--- src/rtl/serial_subtractor.sv ---
// rtl/serial_subtractor.sv - bit-serial A-B subtractor, LSB first, one registered borrow stage
//
// Purpose: computes diff = a - b mod 2^WIDTH one bit per clock. Operands are
// captured on an accepted start in IDLE. WIDTH cycles of RUN follow, then one
// DONE cycle in which done is high and diff/borrow/ovf are valid.
//
// Optional feature macro: SERIAL_SUB_OVF_EN
//   defined   -> ovf is the signed-overflow flag of the last completed result
//   undefined -> ovf is tied to 0 and no operand MSB storage exists
//
// Ports:
//   clk1    in   1      system clock, rising edge
//   rst_n   in   1      asynchronous active-low reset
//   start   in   1      request, sampled only in IDLE
//   a       in   WIDTH  minuend, captured on accepted start
//   b       in   WIDTH  subtrahend, captured on accepted start
//   busy    out  1      high while in RUN
//   done    out  1      one-cycle result-valid pulse (DONE state)
//   diff    out  WIDTH  a - b mod 2^WIDTH, held until the next DONE
//   borrow  out  1      final borrow-out (a < b unsigned)
//   ovf     out  1      signed overflow flag

module serial_subtractor #(
  parameter int WIDTH = 8
) (
  input  logic             clk1,
  input  logic             rst_n,
  input  logic             start,
  input  logic [WIDTH-1:0] a,
  input  logic [WIDTH-1:0] b,
  output logic             busy,
  output logic             done,
  output logic [WIDTH-1:0] diff,
  output logic             borrow,
  output logic             ovf
);

  localparam int CW = $clog2(WIDTH);

  typedef enum logic [1:0] {
    S_IDLE = 2'd0,
    S_RUN  = 2'd1,
    S_DONE = 2'd2
  } state_t;

  state_t           state_q, state_d;
  logic [WIDTH-1:0] a_sh_q, a_sh_d;
  logic [WIDTH-1:0] b_sh_q, b_sh_d;
  logic [WIDTH-1:0] res_q, res_d;
  logic [CW-1:0]    cnt_q, cnt_d;
  logic             bin_q, bin_d;
  logic [WIDTH-1:0] diff_q, diff_d;
  logic             borrow_q, borrow_d;

  // One-bit serial full subtractor on the operand LSBs.
  logic x, y, d, bout;
  assign x    = a_sh_q[0];
  assign y    = b_sh_q[0];
  assign d    = x ^ y ^ bin_q;
  assign bout = (~x & y) | (~(x ^ y) & bin_q);

`ifdef SERIAL_SUB_OVF_EN
  logic a_msb_q, a_msb_d;
  logic b_msb_q, b_msb_d;
  logic ovf_q, ovf_d;
`endif

  always_ff @(posedge clk1 or negedge rst_n) begin
    if (!rst_n) begin
      state_q  <= S_IDLE;
      a_sh_q   <= '0;
      b_sh_q   <= '0;
      res_q    <= '0;
      cnt_q    <= '0;
      bin_q    <= 1'b0;
      diff_q   <= '0;
      borrow_q <= 1'b0;
`ifdef SERIAL_SUB_OVF_EN
      a_msb_q  <= 1'b0;
      b_msb_q  <= 1'b0;
      ovf_q    <= 1'b0;
`endif
    end else begin
      state_q  <= state_d;
      a_sh_q   <= a_sh_d;
      b_sh_q   <= b_sh_d;
      res_q    <= res_d;
      cnt_q    <= cnt_d;
      bin_q    <= bin_d;
      diff_q   <= diff_d;
      borrow_q <= borrow_d;
`ifdef SERIAL_SUB_OVF_EN
      a_msb_q  <= a_msb_d;
      b_msb_q  <= b_msb_d;
      ovf_q    <= ovf_d;
`endif
    end
  end

  always_comb begin
    state_d  = state_q;
    a_sh_d   = a_sh_q;
    b_sh_d   = b_sh_q;
    res_d    = res_q;
    cnt_d    = cnt_q;
    bin_d    = bin_q;
    diff_d   = diff_q;
    borrow_d = borrow_q;
`ifdef SERIAL_SUB_OVF_EN
    a_msb_d  = a_msb_q;
    b_msb_d  = b_msb_q;
    ovf_d    = ovf_q;
`endif

    unique case (state_q)
      S_IDLE: begin
        if (start) begin
          a_sh_d  = a;
          b_sh_d  = b;
          res_d   = '0;
          cnt_d   = '0;
          bin_d   = 1'b0;
`ifdef SERIAL_SUB_OVF_EN
          a_msb_d = a[WIDTH-1];
          b_msb_d = b[WIDTH-1];
`endif
          state_d = S_RUN;
        end
      end

      S_RUN: begin
        a_sh_d = a_sh_q >> 1;
        b_sh_d = b_sh_q >> 1;
        // Result fills from the MSB end so bit 0 lands in res[0] after WIDTH shifts.
        res_d  = {d, res_q[WIDTH-1:1]};
        cnt_d  = cnt_q + CW'(1);
        bin_d  = bout;
        if (cnt_q == CW'(WIDTH - 1)) begin
          // Publish on the edge entering DONE so outputs are valid while done is high.
          diff_d   = res_d;
          borrow_d = bout;
`ifdef SERIAL_SUB_OVF_EN
          ovf_d    = (a_msb_q != b_msb_q) && (d != a_msb_q);
`endif
          state_d  = S_DONE;
        end
      end

      S_DONE: begin
        state_d = S_IDLE;
      end

      default: begin
        state_d = S_IDLE;
      end
    endcase
  end

  assign busy   = (state_q == S_RUN);
  assign done   = (state_q == S_DONE);
  assign diff   = diff_q;
  assign borrow = borrow_q;
`ifdef SERIAL_SUB_OVF_EN
  assign ovf    = ovf_q;
`else
  assign ovf    = 1'b0;
`endif

endmodule

--- config.mk ---
export PLATFORM = sky130hd
export DESIGN_NAME = serial_subtractor
export DESIGN_NICKNAME = d
export VERILOG_FILES = /design/src/rtl/serial_subtractor.sv
export SDC_FILE = /design/constraint.sdc
export NUM_CORES = 1
export LEC_CHECK = 0
export CAP_MARGIN = 20
export CORE_MARGIN = 3
export CORE_UTILIZATION = 46
export DETAILED_ROUTE_END_ITERATION = 6
export HOLD_SLACK_MARGIN = 0.05
export PLACE_DENSITY = 0.75
export SETUP_SLACK_MARGIN = 0.05
export SYNTH_ARGS = -nofsm -noshare
export SYNTH_HDL_FRONTEND = slang
export SYNTH_SLANG_ARGS = --single-unit
--- constraint.sdc ---
create_clock -name clk1 -period 1.5 [get_ports clk1]
set_input_delay 0.15 -clock clk1 [delete_from_list [all_inputs] [get_ports clk1]]
set_output_delay 0.15 -clock clk1 [all_outputs]
set_load 0.01 [all_outputs]
Word-level counts from Yosys, hierarchy flattened
Cells that the tools add are included.
W data, S select, Z words.
{"block": "word_totals", "reg_bits": 39, "in_bits": 19, "output_inout_bits": 12, "wordCells": 39}
{"block": "op_classes", "n_addsub": 1, "eq_ne": 5, "muxes": 13, "bitwise": 7, "n_reduce_logical": 5}
{"op": "$pmux W8 S2", "count": 3}
{"op": "$mux W8", "count": 3}
{"op": "$pmux W3 S2", "count": 1}
{"op": "$reduce_and A2 Y1", "count": 3}
{"op": "$mux W2", "count": 2}
{"op": "$pmux W2 S2", "count": 1}
{"op": "$add A3 B1 Y3 const B", "count": 1}
{"op": "$eq A3 B3 Y1 const B", "count": 1}
{"op": "$mux W3", "count": 1}
{"op": "$and A1 B1 Y1", "count": 2}
{"op": "$eq A2 B1 Y1 const B", "count": 1}
{"op": "$eq A2 B2 Y1 const B", "count": 1}
{"op": "$logic_not A2 Y1", "count": 1}
{"op": "$ne A2 B1 Y1 const B", "count": 1}
{"op": "$ne A2 B2 Y1 const B", "count": 1}
{"op": "$not A1 Y1", "count": 2}
{"op": "$pmux W1 S2", "count": 1}
{"op": "$reduce_bool A2 Y1", "count": 1}
{"op": "$xor A1 B1 Y1", "count": 2}
{"op": "$mux W1", "count": 1}
{"op": "$or A1 B1 Y1", "count": 1}

Logic depth before layout (Yosys ltp)
Gate-level depths: netlist of the first run.
{"block": "logic_depth", "word_depth": 5, "depth_mapped": 6, "depth_no_buf": 5}

Worst setup path before layout of the first run
No wires, ideal clock.
{"block": "synth_timing", "path_kind": "reg-to-reg", "startpoint": "register cnt_q[0]", "endpoint": "register diff_q[1] (netlist: diff[1])", "setup_time_ps": 125, "arrival_ps": 1303, "required_time_ps": 1375, "path_slack_ps": 73, "path_stages_with_launch": 6, "n_path_buf": 1, "period_less_slack_ps": 1427, "cell_sequence": "dfrtp_1 -> ha_1 -> ha_1 -> nand3b_4 -> buf_6 -> mux2_2"}
{"block": "synth_via", "elab_chain_len": 2}
{"item": "start: declaration", "line": "50", "source": "logic [CW-1:0] cnt_q, cnt_d;"}
{"item": "start signal: assignment", "line": "88", "source": "cnt_q <= cnt_d;"}
{"item": "$eq A3 B3 Y1", "line": "138", "source": "if (cnt_q == CW'(WIDTH - 1)) begin"}
{"item": "$reduce_and A2 Y1 (no source line)"}
{"item": "end signal: assignment", "line": "90", "source": "diff_q <= diff_d;"}
{"item": "end: declaration", "line": "52", "source": "logic [WIDTH-1:0] diff_q, diff_d;"}
Every way passes these cells.
A chain may end at the register's enable or synchronous reset.

Final worst setup path of the first run
{"block": "layout_timing", "startpoint": "register cnt_q[0]", "endpoint": "register diff_q[2] (netlist: diff[2])"}
Same word-level chain as after synthesis.

==> results of run 1 <==
==> placed cells by master (no fill, tap or decap), types with 2 or more instances in the layout <==
cell / Yosys / layout
clkbuf_4: 0 / 5
a22o_1: 9 / 9
dfrtp_2: 0 / 2
o22ai_1: 28 / 28
nor2b_1: 2 / 2
bufinv_16: 0 / 2
nor2_1: 3 / 3
dlymetal6s2s_1: 0 / 4
a21oi_1: 15 / 15
mux2_1: 2 / 2
mux2_2: 6 / 6
o21ai_0: 7 / 7
nand3b_4: 1 / 2
clkdlybuf4s50_1: 0 / 23
nand2_1: 5 / 5
buf_4: 1 / 10
dfrtp_1: 38 / 36
inv_1: 5 / 5
==> power groups by stage <==
stage / registers, W / logic, W / clock network (W)
2_1_floorplan: 0.00175 / 0.00101 / 0
3_3_place_gp: 0.00179 / 0.00140 / 0
3_5_place_dp: 0.00182 / 0.00149 / 0
4_1_cts: 0.00178 / 0.00156 / 0.000916
5_1_grt: 0.00185 / 0.00172 / 0.000963
6_report: 0.00179 / 0.00156 / 0.000905
==> cells in the mapped netlist (all sizes together) (3+ instances only) <==
cell / n / area share, %
a22o: 9 / 4.8
buf: 11 / 5.0
o21ai: 7 / 2.1
nand2: 5 / 1.1
o22ai: 28 / 11
inv: 6 / 1.4
a21oi: 15 / 4.6
mux2: 8 / 5.5
dfrtp: 38 / 58
nor2: 3 / 0.69
==> cells by family (layout without fill, tap and decap cells) <==
logic type / after synthesis / in the layout / synth area share [%]
other cells: 1 / 1 / 0.228
fa+ha+maj: 3 / 3 / 2.74
mux: 8 / 8 / 5.48
compound gates: 60 / 60 / 22.6
buf+inv: 17 / 53 / 6.32
flops: 38 / 38 / 57.9
simple gates: 13 / 14 / 4.72
==> final timing paths <==
check,end,slack (ns),startpoint
worst max-delay path,diff[2]$_DFFE_PN0P_,0.12,cnt_q[0]$_DFFE_PN0P_
worst min-delay path,a_sh_q[5]$_DFFE_PN0P_,0.23,rst_n
worst max register to register,diff[2]$_DFFE_PN0P_,0.12,cnt_q[0]$_DFFE_PN0P_
worst min register to register,diff[7]$_DFFE_PN0P_,0.50,diff[7]$_DFFE_PN0P_
max in group asynchronous,state_q[0]$_DFFE_PN0P_,0.92,rst_n
min in group clk1,b_sh_q[7]$_DFFE_PN0P_,0.37,b[7]
==> critical path: cells and delay by family (launching register included) <==
kind,cells,cell delay [ns]
DFF,1,0.42
adders and majority gates,2,0.38
muxes,1,0.35
and+or+nand+nor,1,0.13
==> sequential cells by signal (all words and copies together) (netlist names) <==
name and count:
state_q 2, diff 8, bin_q 1, b_sh_q 8, cnt_q 3, a_sh_q 8, borrow 1, res_q 7
==> timing repair <==
item | in CTS | in global routing
pin swaps | 1 | 1
setup endpoints to repair | 10 | 12
gates cloned | 1 | 0
buffers inserted | 2 | 0
resized for setup | 8 | 8
==> area by class of cell <==
type	instances	share of cell area, %
Sequential cell	38	44.4
Multi-Input combinational cell	86	29.4
Timing Repair Buffer	39	17.2
Clock inverter	2	2.80
Tap cell	46	2.68
Clock buffer	6	2.39
Inverter	6	1.05
==> through the flow <==
stage / instance area (um2) / hold WS, ns
final: 2150 / 0.225
after global routing: 2150 / 0.247
after CTS: 2120 / 0.231
after floorplan: 1640 / -0.146
after global placement: 1970 / 0.464
after detailed placement: 1970 / 0.483
==> metal layers <==
layer	share of wire, %	track usage [%]	wire length [um]
met1	43	24.2	1510
met2	50	28.5	1780
met3	5.5	4.79	194
met4	1.6	6.74	55
met5	0	0	0
==> results.json, run 1 <==
{
  "n_antenna_cell": 0,
  "synth_nets": 162,
  "clk_pin_slew_ns": 0.12,
  "io_pins": 31,
  "routedWlPerCell_um": 15.9,
  "dieHeight_um": 65.8,
  "via_per_inst": 5.82,
  "seqPwrFrac_pct": 42.0,
  "layout_setup_ws_ns": 0.116,
  "cts-hold-fix-buffers": 0,
  "nFillCells": 252,
  "synthArstFlopShare_pct": 100,
  "initialDrtViolationCount": 70,
  "clkLatencyLatePin_ns": 0.34,
  "cts_tree": "yes",
  "final_util_pct": 63.3,
  "internal-power_w": 0.00284,
  "comb_power_share_pct": 36.7,
  "cts_sinks": 38,
  "ys_seq_elements": 38,
  "rsz0062_at_grt": "false",
  "hpwl_mm": 2.33,
  "crit_chain": "ha_2 -> ha_4 -> nand3b_4 -> mux2_2",
  "drive_above_1_share_pct": 19.2,
  "grt_antenna_before_repair": 0,
  "nets": 198,
  "drc_errors": 0,
  "portBuffers": 29,
  "status": "complete, no violations",
  "grt_max_degree": 39,
  "fp.dieW_um": 65.8,
  "power.density_mw_per_mm2": 1980,
  "setup_viol_count_final": 0,
  "finClkSkew_ns": 0.00989,
  "rows": 21,
  "root_buffer": "clkbuf_4",
  "synthToLayoutAreaGrowth_pct": 30.6,
  "vias": 1298,
  "multi_input_area_um2": 632,
  "r2r_cells": 4,
  "post-route-period-util_pct": 92.3,
  "grt.overflow.total": 0,
  "yosysUniqueCellTypes": 23,
  "hp-class": "in -> async",
  "required_ns": 1.74,
  "initial_core_util_pct": 48.5,
  "pre_cts_slack_ns": -0.00217,
  "hold_violations": 0,
  "critPathMaxFanout": 6,
  "ctsLongestPathBuffers": 2,
  "min_period_ns": 1.38,
  "grt_pass1_vias": 1234,
  "worstSetupPathType": "reg -> reg",
  "cap_violations": 0,
  "p_switching_w": 0.00142,
  "finalWirelength_mm": 3.54,
  "ys_warn_count": 0,
  "cts_max_level": 2,
  "peakVddDrop_mv": 1.06,
  "gr-usage-all-layers_pct": 18.2,
  "crit_path_top_delay_cell": "dfrtp_1",
  "end_kind": "register",
  "cp.arrival_ns": 1.63,
  "fmax_ghz": 0.723,
  "ys_seq_area_share_pct": 57.9,
  "netlist_area_mm2": 0.00164,
  "power_frac_clock_pct": 21.2,
  "dr.pass1.iters": 4,
  "avgSynthCellArea_um2": 11.7,
  "power.total_w": 0.00426,
  "place_inst": 212,
  "start_kind": "register",
  "leakage_nw": 1.01,
  "cts-buffers-inserted": 5,
  "critPathMaxStageDelay_ns": 0.42,
  "gp_congestion": 0.773,
  "grt_pass1_wl_mm": 5.84,
  "switching_share_pct": 33.3,
  "fp.coreArea_mm2": 0.00339,
  "final_cells": 223,
  "synth_edf_count": 0,
  "syn_inst": 140,
  "seqCellArea_um2": 953,
  "synthFlopType": "dfrtp_1",
  "die-area_mm2": 0.00432,
  "ant_nets": 0,
  "tns_ns": 0,
  "slew_viol_final": 0
}
Note: power is estimated with default switching activity, not from simulation.
==> run 2, diff against run 1 <==
--- a/config.mk
+++ b/config.mk
@@ -7,10 +7,10 @@
 export LEC_CHECK = 0
 export CAP_MARGIN = 20
 export CORE_MARGIN = 3
-export CORE_UTILIZATION = 46
+export CORE_UTILIZATION = 40
 export DETAILED_ROUTE_END_ITERATION = 6
 export HOLD_SLACK_MARGIN = 0.05
-export PLACE_DENSITY = 0.75
+export PLACE_DENSITY = 0.66
 export SETUP_SLACK_MARGIN = 0.05
 export SYNTH_ARGS = -nofsm -noshare
 export SYNTH_HDL_FRONTEND = slang
==> run 2 against run 1 <==
Net effect:
- sequential share of layout area up 0.62 points
- clock power is 22% lower
- sequential cell count unchanged
- sequential power barely moved
- power shrank 4.7%
- final cell count stayed put
- register-to-register slack hardly changed
- first-iteration DRC count rose by 46%
- critical endpoint is now diff[1]$_DFFE_PN0P_
- critical path depth is the same
- via count is 4.3% lower
- worst setup slack worse by 0.012 ns
==> results.json, run 2 (synthesis results as in run 1) <==
{
  "grt.overflow.total": 0,
  "end_kind": "register",
  "cap_violations": 0,
  "p_switching_w": 0.00141,
  "peakVddDrop_mv": 0.725,
  "layout_commonest_cell": "dfrtp_1",
  "gp_congestion": 0.776,
  "critPathMaxFanout": 6,
  "post_cts_buffers": 0,
  "layout_common_cells": "37 x dfrtp_1, 28 x o22ai_1, 27 x clkdlybuf4s50_1, 15 x a21oi_1, 9 x a22o_1",
  "worstSetupPathType": "reg -> reg",
  "hold_violations": 0,
  "slew_viol_final": 0,
  "grt_pass1_wl_mm": 6.07,
  "switching_share_pct": 34.8,
  "dr.pass1.iters": 4,
  "grt_max_degree": 39,
  "cp.arrival_ns": 1.57,
  "ant_nets": 0,
  "cts_max_level": 2,
  "vias": 1242,
  "grt_pass1_vias": 1262,
  "cts_sinks": 38,
  "worstReg2RegStart": "cnt_q[0]$_DFFE_PN0P_",
  "dieHeight_um": 70.1,
  "rows": 22,
  "cts-buffers-inserted": 5,
  "start_kind": "register",
  "power.total_w": 0.00406,
  "clk_pin_slew_ns": 0.07,
  "routedWlPerCell_um": 15.8,
  "initialDrtViolationCount": 102,
  "n_antenna_cell": 0,
  "cts_tree": "yes",
  "finalWirelength_mm": 3.52,
  "setup_viol_count_final": 0,
  "rrSetupSlack_ns": 0.10,
  "portBuffers": 29,
  "initial_core_util_pct": 43.2,
  "leakage_nw": 0.933,
  "status": "complete, no violations",
  "fp.coreArea_mm2": 0.00380,
  "fp.dieW_um": 70.1,
  "rsz0062_at_grt": "true",
  "power.density_mw_per_mm2": 1920,
  "gr-usage-all-layers_pct": 15.8,
  "finClkSkew_ns": 0.00495,
  "via_per_inst": 5.57,
  "die-area_mm2": 0.00491,
  "drive_above_1_share_pct": 16.6,
  "io_pins": 31,
  "hpwl_mm": 2.35,
  "ctsLongestPathBuffers": 2,
  "whs_ns": 0.240,
  "required_ns": 1.67,
  "min_period_ns": 1.40,
  "r2r_cells": 4,
  "hp-class": "in -> async",
  "post-route-period-util_pct": 93.0,
  "fmax_ghz": 0.717,
  "grt_antenna_before_repair": 0,
  "synthToLayoutAreaGrowth_pct": 28.6,
  "timing.critical_path.from": "cnt_q[0]$_DFFE_PN0P_",
  "power_frac_clock_pct": 17.5,
  "worstReg2RegEnd": "diff[1]$_DFFE_PN0P_",
  "nets": 196,
  "nFillCells": 326,
  "seqPwrFrac_pct": 44.9,
  "drc_errors": 0,
  "crit_path_end": "diff[1]$_DFFE_PN0P_",
  "internal-power_w": 0.00265,
  "clkLatencyLatePin_ns": 0.29,
  "comb_power_share_pct": 37.6,
  "root_buffer": "clkbuf_8"
}
-- run 2: changes by cell type in the layout (fill, tap and decap cells not counted), moves of 2 or more --
cell             delta
dlymetal6s2s_1      -4
clkdlybuf4s50_1     +4
clkbuf_8            +5
clkbuf_4            -5
bufinv_16           -2
buf_4               -3
-- run 2: worst min-delay path by stage --
stage	endpoint	slack (ns)	cells after the start
floorplan	a_sh_q[0]$_DFFE_PN0P_	-0.15	0
global placement	bin_q$_DFFE_PN0P_	0.46	2
detailed placement	bin_q$_DFFE_PN0P_	0.48	2
CTS	cnt_q[0]$_DFFE_PN0P_	0.25	2
global route	cnt_q[0]$_DFFE_PN0P_	0.27	2
finish	a_sh_q[6]$_DFFE_PN0P_	0.24	2
-- run 2: metal layers --
| metal | vias up | global-route usage [%] | part of all wire (%) |
|---|---|---|---|
| li1 | 591 | - | - |
| met2 | 31 | 24.7 | 49 |
| met3 | 6 | 5.32 | 5.9 |
| met5 | - | 0 | 0 |
| met1 | 614 | 20.9 | 44 |
| met4 | 0 | 4.47 | 1.2 |
-- run 2: what timing repair did --
| item | in CTS | in global routing |
|---|---|---|
| hold endpoints to repair | 0 | 0 |
| pin swaps | 1 | 0 |
| resized for setup | 4 | 4 |
| cloned | 1 | 0 |
| setup endpoints to repair | 10 | 19 |
| hold buffers | 0 | 0 |
-- run 2: metrics by stage --
step	setup TNS, ns	instance area [um2]	setup slack [ns]	cells	utilization (%)
final	0	2110	0.104	223	55.6
after global routing	0	2110	0.0477	223	55.6
after CTS	0	2090	0.0542	223	55.0
after detailed placement	-0.159	1980	-0.0356	214	52.2
after global placement	0	1980	0.0111	214	52.2
after floorplan	0	1640	0.0726	140	-
-- run 2: power by group through the flow --
stage          sequential [W]  combinational, W  clock, W
6_report              0.00182           0.00153  0.000709
3_5_place_dp          0.00181           0.00150         0
2_1_floorplan         0.00175           0.00101         0
5_1_grt               0.00190           0.00170  0.000783
4_1_cts               0.00181           0.00150  0.000734
3_3_place_gp          0.00180           0.00142         0
-- run 2: critical path: stages (launching register included) --
cell and delay [ns]:
dfrtp_1 0.41, ha_2 0.20, ha_4 0.19, nand3b_4 0.13
mux2_2 0.35
-- run 2: area by class of cell --
type | count | area, um2 | share of cell area [%]
sequential | 38 | 952 | 45.1
multi-input combinational | 86 | 627 | 29.7
timing repair buffer | 37 | 360 | 17.1
clock buffer | 7 | 86.3 | 4.09
tap | 48 | 60.1 | 2.84
inverter | 6 | 22.5 | 1.07
clock inverter | 1 | 5.00 | 0.237
